--- config.mk ---
export PLATFORM = sky130hd
export DESIGN_NAME = fetch_unit_flat
export DESIGN_NICKNAME = d
export VERILOG_FILES = /design/src/rtl/fetch_unit_if.sv /design/src/rtl/fetch_unit.sv /design/src/flat_wrapper.sv
export SDC_FILE = /design/constraint.sdc
export NUM_CORES = 1
export LEC_CHECK = 0
export CORE_ASPECT_RATIO = 0.6
export CORE_MARGIN = 2
export CORE_UTILIZATION = 51
export CTS_CLUSTER_SIZE = 16
export DETAILED_ROUTE_END_ITERATION = 12
export GPL_TIMING_DRIVEN = 0
export PLACE_DENSITY = 0.89
export SLEW_MARGIN = 20
export SYNTH_ARGS = -nofsm -noshare
export SYNTH_HDL_FRONTEND = slang
export SYNTH_SLANG_ARGS = --single-unit
--- constraint.sdc ---
create_clock -name clk_i -period 7 [get_ports clk_i]
set_clock_uncertainty 0.2 [all_clocks]
set_input_delay 0.7 -clock clk_i [delete_from_list [all_inputs] [get_ports clk_i]]
set_output_delay 0.7 -clock clk_i [all_outputs]
set_load 0.01 [all_outputs]
--- src/rtl/fetch_unit_if.sv ---
// fetch_unit_if -- byte-wide instruction-memory read bus.
//   imem_req    : fetch unit -> memory, read request
//   imem_addr   : fetch unit -> memory, 64-bit byte address
//   imem_rvalid : memory -> fetch unit, imem_rdata valid (same cycle or later)
//   imem_rdata  : memory -> fetch unit, returned byte
// master modport = fetch unit side, slave modport = memory side.
interface fetch_unit_if;
  logic        imem_req;
  logic [63:0] imem_addr;
  logic        imem_rvalid;
  logic [7:0]  imem_rdata;

  modport master (
    output imem_req,
    output imem_addr,
    input  imem_rvalid,
    input  imem_rdata
  );

  modport slave (
    input  imem_req,
    input  imem_addr,
    output imem_rvalid,
    output imem_rdata
  );
endinterface

--- src/rtl/fetch_unit.sv ---
// fetch_unit -- Y86-64 style instruction fetch over a byte-wide memory bus.
// Requests one byte per accepted cycle starting at pc, decodes the opcode,
// register and constant fields, and presents a complete instruction with
// instr_valid_o until a new PC is supplied.
// Ports:
//   clk_i, rst_n_i        : clock, asynchronous active-low reset
//   pc_next_i/_valid_i    : next PC, one-cycle load pulse (honoured in DONE only)
//   imem                  : instruction memory bus (master side)
//   instr_valid_o         : decoded instruction complete
//   icode_o, ifun_o, rA_o, rB_o, valC_o, valP_o, pc_o : decoded fields
//   halt_o, instr_err_o   : sticky halt / invalid-icode flags
module fetch_unit #(
  parameter logic [63:0] RESET_PC = 64'h0
) (
  input  logic          clk_i,
  input  logic          rst_n_i,
  input  logic [63:0]   pc_next_i,
  input  logic          pc_next_valid_i,
  fetch_unit_if.master  imem,
  output logic          instr_valid_o,
  output logic [3:0]    icode_o,
  output logic [3:0]    ifun_o,
  output logic [3:0]    rA_o,
  output logic [3:0]    rB_o,
  output logic [63:0]   valC_o,
  output logic [63:0]   valP_o,
  output logic [63:0]   pc_o,
  output logic          halt_o,
  output logic          instr_err_o
);

  typedef enum logic [1:0] {S_REQ, S_DONE, S_HALT, S_ERR} state_t;

  localparam logic [3:0] I_HALT = 4'h0;

  state_t      state;
  logic [3:0]  byte_idx;
  logic [3:0]  cur_icode;
  logic [3:0]  len;
  logic        last;
  logic [7:0]  rdata;

  function automatic logic [3:0] instr_len(input logic [3:0] ic);
    case (ic)
      4'h2, 4'h6, 4'hA, 4'hB: instr_len = 4'd2;
      4'h7, 4'h8:             instr_len = 4'd9;
      4'h3, 4'h4, 4'h5:       instr_len = 4'd10;
      default:                instr_len = 4'd1;
    endcase
  endfunction

  function automatic logic has_reg(input logic [3:0] ic);
    case (ic)
      4'h2, 4'h3, 4'h4, 4'h5, 4'h6, 4'hA, 4'hB: has_reg = 1'b1;
      default:                                  has_reg = 1'b0;
    endcase
  endfunction

  assign rdata = imem.imem_rdata;
  // Byte 0 is decoded straight off the bus so a 1-byte instruction completes
  // on the same edge that captures it.
  assign cur_icode = (byte_idx == 4'd0) ? rdata[7:4] : icode_o;
  assign len       = instr_len(cur_icode);
  assign last      = (byte_idx == len - 4'd1);

  // Request is gated by reset so it stays low while reset is held even though
  // the state already sits in REQ.
  assign imem.imem_req  = rst_n_i && (state == S_REQ);
  assign imem.imem_addr = pc_o + {60'b0, byte_idx};

  always_ff @(posedge clk_i or negedge rst_n_i) begin
    if (!rst_n_i) begin
      state         <= S_REQ;
      pc_o          <= RESET_PC;
      byte_idx      <= '0;
      icode_o       <= '0;
      ifun_o        <= '0;
      rA_o          <= '0;
      rB_o          <= '0;
      valC_o        <= '0;
      valP_o        <= '0;
      instr_valid_o <= 1'b0;
      halt_o        <= 1'b0;
      instr_err_o   <= 1'b0;
    end else begin
      case (state)
        S_REQ: begin
          if (imem.imem_rvalid) begin
            byte_idx <= byte_idx + 4'd1;
            if (byte_idx == 4'd0) begin
              icode_o <= rdata[7:4];
              ifun_o  <= rdata[3:0];
              valC_o  <= '0;
              valP_o  <= pc_o + {60'b0, len};
              if (!has_reg(rdata[7:4])) begin
                rA_o <= 4'hF;
                rB_o <= 4'hF;
              end
            end else if (byte_idx == 4'd1 && has_reg(icode_o)) begin
              rA_o <= rdata[7:4];
              rB_o <= rdata[3:0];
            end else begin
              // Shift in from the top: after 8 bytes the first one sits in [7:0].
              valC_o <= {rdata, valC_o[63:8]};
            end

            if (byte_idx == 4'd0 && rdata[7:4] > 4'hB) begin
              state       <= S_ERR;
              instr_err_o <= 1'b1;
            end else if (last) begin
              instr_valid_o <= 1'b1;
              if (cur_icode == I_HALT) begin
                state  <= S_HALT;
                halt_o <= 1'b1;
              end else begin
                state <= S_DONE;
              end
            end
          end
        end
        S_DONE: begin
          if (pc_next_valid_i) begin
            pc_o          <= pc_next_i;
            byte_idx      <= '0;
            valC_o        <= '0;
            instr_valid_o <= 1'b0;
            state         <= S_REQ;
          end
        end
        S_HALT: instr_valid_o <= 1'b0;
        S_ERR:  instr_valid_o <= 1'b0;
        default: state <= S_ERR;
      endcase
    end
  end

endmodule
--- src/flat_wrapper.sv ---
// flat-port wrapper written by rule: the top's interface ports become plain ports
module fetch_unit_flat 
#(
  parameter logic [63:0] RESET_PC = 64'h0
)
  (clk_i, rst_n_i, pc_next_i, pc_next_valid_i, instr_valid_o, icode_o, ifun_o, rA_o, rB_o, valC_o, valP_o, pc_o, halt_o, instr_err_o, imem_imem_req, imem_imem_addr, imem_imem_rvalid, imem_imem_rdata);
  fetch_unit_if imem_i ();
  input  logic clk_i;
  input  logic rst_n_i;
  input  logic [63:0] pc_next_i;
  input  logic pc_next_valid_i;
  output logic instr_valid_o;
  output logic [3:0] icode_o;
  output logic [3:0] ifun_o;
  output logic [3:0] rA_o;
  output logic [3:0] rB_o;
  output logic [63:0] valC_o;
  output logic [63:0] valP_o;
  output logic [63:0] pc_o;
  output logic halt_o;
  output logic instr_err_o;
  output wire logic [$bits(imem_i.imem_req)-1:0] imem_imem_req;
  output wire logic [$bits(imem_i.imem_addr)-1:0] imem_imem_addr;
  input wire logic [$bits(imem_i.imem_rvalid)-1:0] imem_imem_rvalid;
  input wire logic [$bits(imem_i.imem_rdata)-1:0] imem_imem_rdata;
  assign imem_imem_req = imem_i.imem_req;
  assign imem_imem_addr = imem_i.imem_addr;
  assign imem_i.imem_rvalid = imem_imem_rvalid;
  assign imem_i.imem_rdata = imem_imem_rdata;
  fetch_unit #(.RESET_PC(RESET_PC)) u_core (.clk_i(clk_i), .rst_n_i(rst_n_i), .pc_next_i(pc_next_i), .pc_next_valid_i(pc_next_valid_i), .imem(imem_i), .instr_valid_o(instr_valid_o), .icode_o(icode_o), .ifun_o(ifun_o), .rA_o(rA_o), .rB_o(rB_o), .valC_o(valC_o), .valP_o(valP_o), .pc_o(pc_o), .halt_o(halt_o), .instr_err_o(instr_err_o));
endmodule
==> flow_summary.json <==
{
  "status": "finished, final reports clean",
  "layout-drive-gt1-share_pct": 6.11,
  "fin_nets": 1810,
  "ys_ff_latch": 217,
  "finalMaxSlewViolations": 0,
  "area_growth_pct": 41.4,
  "tritoncts": "yes",
  "crit_fanout": 8,
  "dieWidth_um": 197,
  "critPathLaunchType": "register",
  "endpoint_kind": "primary output",
  "cts_buffers": 22,
  "final.min_clock_period_ns": 5.20,
  "post-route-period-util_pct": 74.3,
  "seqPwrFrac_pct": 30.6,
  "hold_violations": 0,
  "grt-ovfl-total": 0,
  "synth.avg_cell_area_um2": 8.46,
  "grt_use_total_pct": 35.0,
  "clockBufferDepth": 3,
  "maxCapViolCount": 0,
  "ff2ff_path_depth": 16,
  "synthArstFlopShare_pct": 100,
  "fmax_ghz": 0.192,
  "wire_per_inst_um": 20.5,
  "synth_nets": 1433,
  "coreArea_um2": 22000,
  "routed_wl_mm": 41.4,
  "numPortBuffers": 350,
  "cts_max_level": 1,
  "clkTransAtPathRegs_ns": 0.06,
  "drtIter0Drc": 1228,
  "ys_warn_count": 0,
  "die_y_um": 120,
  "setup_tns_ns": 0,
  "clock_sinks": 217,
  "worstPathRequired_ns": 6.10,
  "combPwrFrac_pct": 52.3,
  "min_path_type": "register to register",
  "synth_cells": 1344,
  "clock_latency_ns": 0.52,
  "fp-row-count": 42,
  "ys_types": 61,
  "grt_max_degree": 80,
  "switching_share_pct": 40.5,
  "ys_seq_area_share_pct": 47.7,
  "synth_edf_count": 0,
  "p_int_mw": 4.45,
  "post_cts_resized": 0,
  "gp_routability_congestion": 0.983,
  "tightest_slew_ns": 1.23,
  "root_buffer": "clkbuf_16",
  "dieArea_um2": 23600,
  "p_clk_share_pct": 17.1,
  "num_vias": 11500,
  "start_util_pct": 51.8,
  "stdcell_count": 2022,
  "antennaDiodeCount": 0,
  "max-slew-margin-rel_pct": 17.9,
  "ios": 352,
  "fillers": 1611,
  "p_leak_nw": 6.81,
  "power.switching_mw": 3.03,
  "viasPerCell": 5.70,
  "setup_violations": 0,
  "holdWs_ns": 0.279,
  "hpwl_mm": 31.7,
  "p_per_area_nw_per_um2": 465,
  "worstPathArrival_ns": 4.30,
  "netlist_area_um2": 11400,
  "hold_depth": 2,
  "place_inst": 1982,
  "grt_antenna_before_repair": 0,
  "grt_pass1_vias": 10900,
  "peakVddDrop_mv": 0.275,
  "rsz0062_at_grt": "no",
  "criticalPathCategory": "register to primary output",
  "drt_pass1_iterations": 5,
  "drc": 0,
  "ant_nets": 0,
  "grt_pass1_wl_mm": 63.2,
  "synthFlopType": "dfrtp_1"
}
cells in the mapped netlist, drive strengths merged (2+ instances only):
library cell    n  area [um2]
mux2i           2        20.0
nand3          94         475
nor4           16         161
a211oi          2        20.0
inv            84         315
nor2           78         293
and3            8        50.1
o21a            2        15.0
fa              2        40.0
nand3b          2        15.0
o41ai           4        42.6
nand2b          4        25.0
mux2            3        33.8
o21bai          2        15.0
xor2           58         508
a31oi           3        18.8
nor3           30         165
a21o            3        22.5
or3             4        25.0
nand4          34         249
a21oi          15        75.1
or4             3        26.3
nand4b          2        17.5
and4            2        17.5
o31ai           2        15.0
nand2         334        1260
buf            26         134
and2            3        18.8
ha             11         138
dfrtp         217        5430
o211ai          2        20.0
clkbuf         71         283
or2             2        15.0
xnor2          71         622
nor2b           3        18.8
o21ai         137         689
state kept, by name, indices dropped and copies added, names as in the netlist:
signal and flops:
u_core.halt_o 1, u_core.valC_o 64, u_core.byte_idx 4, u_core.instr_err_o 1, u_core.pc_o 64, u_core.instr_valid_o 1
u_core.icode_o 4, u_core.rB_o 4, u_core.ifun_o 4, u_core.state 2, u_core.rA_o 4, u_core.valP_o 64
repair_timing:
item / 4_1_cts / 5_1_grt
buffers inserted: 0 / 0
setup endpoints to repair: 0 / 0
hold endpoints to repair: 41 / 0
hold buffers: 1 / 0
layout by cell type (no fill, tap or decap), drive strengths merged, types with 8 or more instances in the layout:
cell,n
nor3,30
inv,85
xnor2,71
o21ai,137
nor4,16
nand4,34
dfrtp,217
buf,29
nor2,78
xor2,58
nand3,94
and3,8
clkbuf,101
nand2,334
a21oi,15
clkdlybuf4s50,349
ha,11
metrics by stage:
stage / setup WS (ns) / power, mW / util [%] / area (um2)
final: 1.80 / 7.48 / 73.2 / 16100
after CTS: 1.91 / 7.45 / 73.2 / 16100
after global routing: 1.61 / 7.88 / 73.2 / 16100
after floorplan: 3.21 / 3.98 / - / 11400
after global placement: -4.12 / 6.03 / 69.4 / 15200
after detailed placement: 2.18 / 6.14 / 69.6 / 15300
critical path, stage by stage, from the launching register on:
cell	delay (ns)
dfrtp_1	0.51
ha_1	0.26
inv_1	0.08
fa_1	0.41
nor2b_1	0.14
o21a_1	0.24
o21bai_1	0.16
nor4_2	0.92
nand4_1	0.24
xnor2_1	0.23
clkdlybuf4s50_1	0.58
worst paths after layout:
| check | slack (ns) | end | start |
|---|---|---|---|
| setup / recovery | 1.80 | imem_imem_addr[56] | u_core.byte_idx[0] |
| hold / removal | 0.28 | u_core.valP_o[3] | u_core.valP_o[3] |
| setup reg to reg | 2.27 | u_core.valP_o[50] | u_core.byte_idx[1] |
| hold reg to reg | 0.28 | u_core.valP_o[3] | u_core.valP_o[3] |
| max in group asynchronous | 5.25 | u_core.pc_o[48] | rst_n_i |
| min in group asynchronous | 0.53 | u_core.rB_o[1] | rst_n_i |
kinds of logic after synthesis:
group / share of synthesized area, %
AOI/OAI and AO/OA: 8.78
buffers and inverters: 6.43
DFF: 47.7
adders and majority gates: 1.56
and+or+nand+nor: 25.1
xor gates and xnor gates: 9.93
muxes: 0.473
layer usage:
layer	wire length (um)	track usage [%]	up-vias	share of wire, %
met5	0	0	-	0
li1	-	-	5144	-
met3	4550	10.5	97	11
met4	1500	12.1	0	3.6
met1	17800	50.6	5656	43
met2	17500	50.0	629	42
power by group through the flow:
stage	clock network (mW)	logic (mW)	registers, mW
2_1_floorplan	0	1.54	2.44
3_3_place_gp	0	3.78	2.26
3_5_place_dp	0	3.85	2.28
4_1_cts	1.29	3.89	2.27
5_1_grt	1.34	4.19	2.35
6_report	1.28	3.91	2.29
layout make-up:
type	count	area (um2)	share of cell area, %
plain buffers	97	417	2.59
inverters	84	315	1.96
clock inverters	9	128	0.793
flip-flops and latches	217	5430	33.8
repair buffers	353	3570	22.2
clock buffers	30	652	4.05
well taps	286	358	2.22
multi-input cells	946	5210	32.4
No activity file was read; power rests on OpenSTA's default activity.
==> RTL change: new RTL, same flow settings <==
Put one more register stage on the output `valC_o`, cleared by the reset. The value now appears one clock later. The other outputs are not delayed to match.
--- a/src/rtl/fetch_unit.sv
+++ b/src/rtl/fetch_unit.sv
@@ -33,4 +33,6 @@
 
   localparam logic [3:0] I_HALT = 4'h0;
+
+  logic [63:0] valC_s0;
 
   state_t      state;
@@ -78,5 +80,5 @@
       rA_o          <= '0;
       rB_o          <= '0;
-      valC_o        <= '0;
+      valC_s0       <= '0;
       valP_o        <= '0;
       instr_valid_o <= 1'b0;
@@ -91,5 +93,5 @@
               icode_o <= rdata[7:4];
               ifun_o  <= rdata[3:0];
-              valC_o  <= '0;
+              valC_s0 <= '0;
               valP_o  <= pc_o + {60'b0, len};
               if (!has_reg(rdata[7:4])) begin
@@ -102,5 +104,5 @@
             end else begin
               // Shift in from the top: after 8 bytes the first one sits in [7:0].
-              valC_o <= {rdata, valC_o[63:8]};
+              valC_s0 <= {rdata, valC_s0[63:8]};
             end
 
@@ -123,5 +125,5 @@
             pc_o          <= pc_next_i;
             byte_idx      <= '0;
-            valC_o        <= '0;
+            valC_s0       <= '0;
             instr_valid_o <= 1'b0;
             state         <= S_REQ;
@@ -135,3 +137,11 @@
   end
 
+  always_ff @(posedge clk_i or negedge rst_n_i) begin
+    if (!rst_n_i) begin
+      valC_o <= '0;
+    end else begin
+      valC_o <= valC_s0;
+    end
+  end
+
 endmodule
Formal check against the unedited RTL: not equivalent (a bounded check fails within 4 cycles, from zero or initial values and one cycle with rst_n_i low).
==> RTL change against the unedited design <==
Die area up 14%. Wire length rose by 16%. Final area grew 11%. Final cell count increased by 6.5%. Critical endpoint is now imem_imem_addr[55]. Global-route usage up 0.93 points. Largest cell class unchanged. Worst setup slack better by 70 ps. Synthesized area increased by 14%. Sequential cell count increased by 64.
Power is not compared: it rests on default switching activity, and its combinational part moved more than twofold at a synthesized area within 25%.
==> RTL change: results <==
set metrics [dict create \
    min_to "u_core.valC_o[3]$_DFF_PN0_" \
    synth_top_area_share_pct 54.2 \
    hp-start "u_core.valC_s0[3]$_DFFE_PN0P_" \
    period_minus_slack_ps 5130 \
    wirelength_mm 48.0 \
    slowest_delay_ps 640 \
    antennaDiodeCount 0 \
    drt_iter0_drc 1159 \
    synth_top_cells_by_count "nand2_1 (452), dfrtp_1 (281), o21ai_0 (125), nor2_1 (87), xnor2_1 (72)" \
    pre_cts_ws_ps 2300 \
    arrival_ps 4230 \
    syn_inst 1426 \
    place_congestion 0.973 \
    met1_usage_pct 52.8 \
    met2_usage_pct 52.0 \
    crit_start "u_core.pc_o[2]$_DFFE_PN0P_" \
    drive_above_1_share_pct 5.70 \
    dr_total_vias 12300 \
    dp_hpwl_mm 36.7 \
    cp_slowest_cell "nor3b_2" \
    place_area_mm2 0.0169 \
    worstMarginPinSlew_ps 1030 \
    seq_area_frac_synth_pct 54.2 \
    wl_met1_mm 20.9 \
    grt_pass1_wl_mm 72.3 \
    dr.pass1.iters 6 \
    numCtsBuffers 26 \
    regArea_mm2 0.00703 \
    io_buffers 349 \
    hold-path-cell-count 0 \
    crit_path_end "imem_imem_addr[55]" \
    fill_cells 1838 \
    synth_cell_types 62 \
    r2r-end "u_core.valP_o[38]$_DFFE_PN0P_" \
    grt_max_degree 105 \
    clock_latency_ps 550 \
    r2r-start "u_core.byte_idx[0]$_DFFE_PN0P_" \
    dp_cells 2106 \
    met2_length_mm 20.2 \
    wl_per_cell_um 22.3 \
    fin_nets 1895 \
    reg2reg_depth 15 \
    finalPower_w 0.00327 \
    whs_ps 161 \
    track_usage_pct 35.9 \
    run_status "finished clean" \
    synth_nets 1515 \
]
-- RTL change: cell count changes in the layout (fill, tap and decap cells not counted), moves of 7 or more --
cell	change
clkbuf_2	-9
nand2_1	+119
inv_1	-67
o21ai_0	-7
nor2_1	+8
nor3_1	+7
nand4_1	+9
dfrtp_1	+64
nand3_1	-63
-- RTL change: worst max-delay path, delay by kind of cell (launching register included) --
kind	cells	cell delay, ps
AOI/OAI and AO/OA	1	590
and+or+nand+nor	4	1310
xor gates and xnor gates	1	260
DFF	1	510
adders and majority gates	1	410
buffers and inverters	1	580
-- RTL change: area by class of cell --
class,instances,area share (%)
timing repair buffer,352,20.0
clock inverter,13,0.799
clock buffer,34,4.21
sequential,281,39.4
buffer,97,2.35
inverter,17,0.358
multi-input combinational,1031,30.6
tap,329,2.31
-- RTL change: logic make-up after synthesis --
group	Yosys count	share of synthesized area, %
simple gates	711	24.4
flops	281	54.2
compound gates	178	7.60
xor+xnor	127	8.58
buf+inv	114	3.72
fa+ha+maj	13	1.37
mux	2	0.154
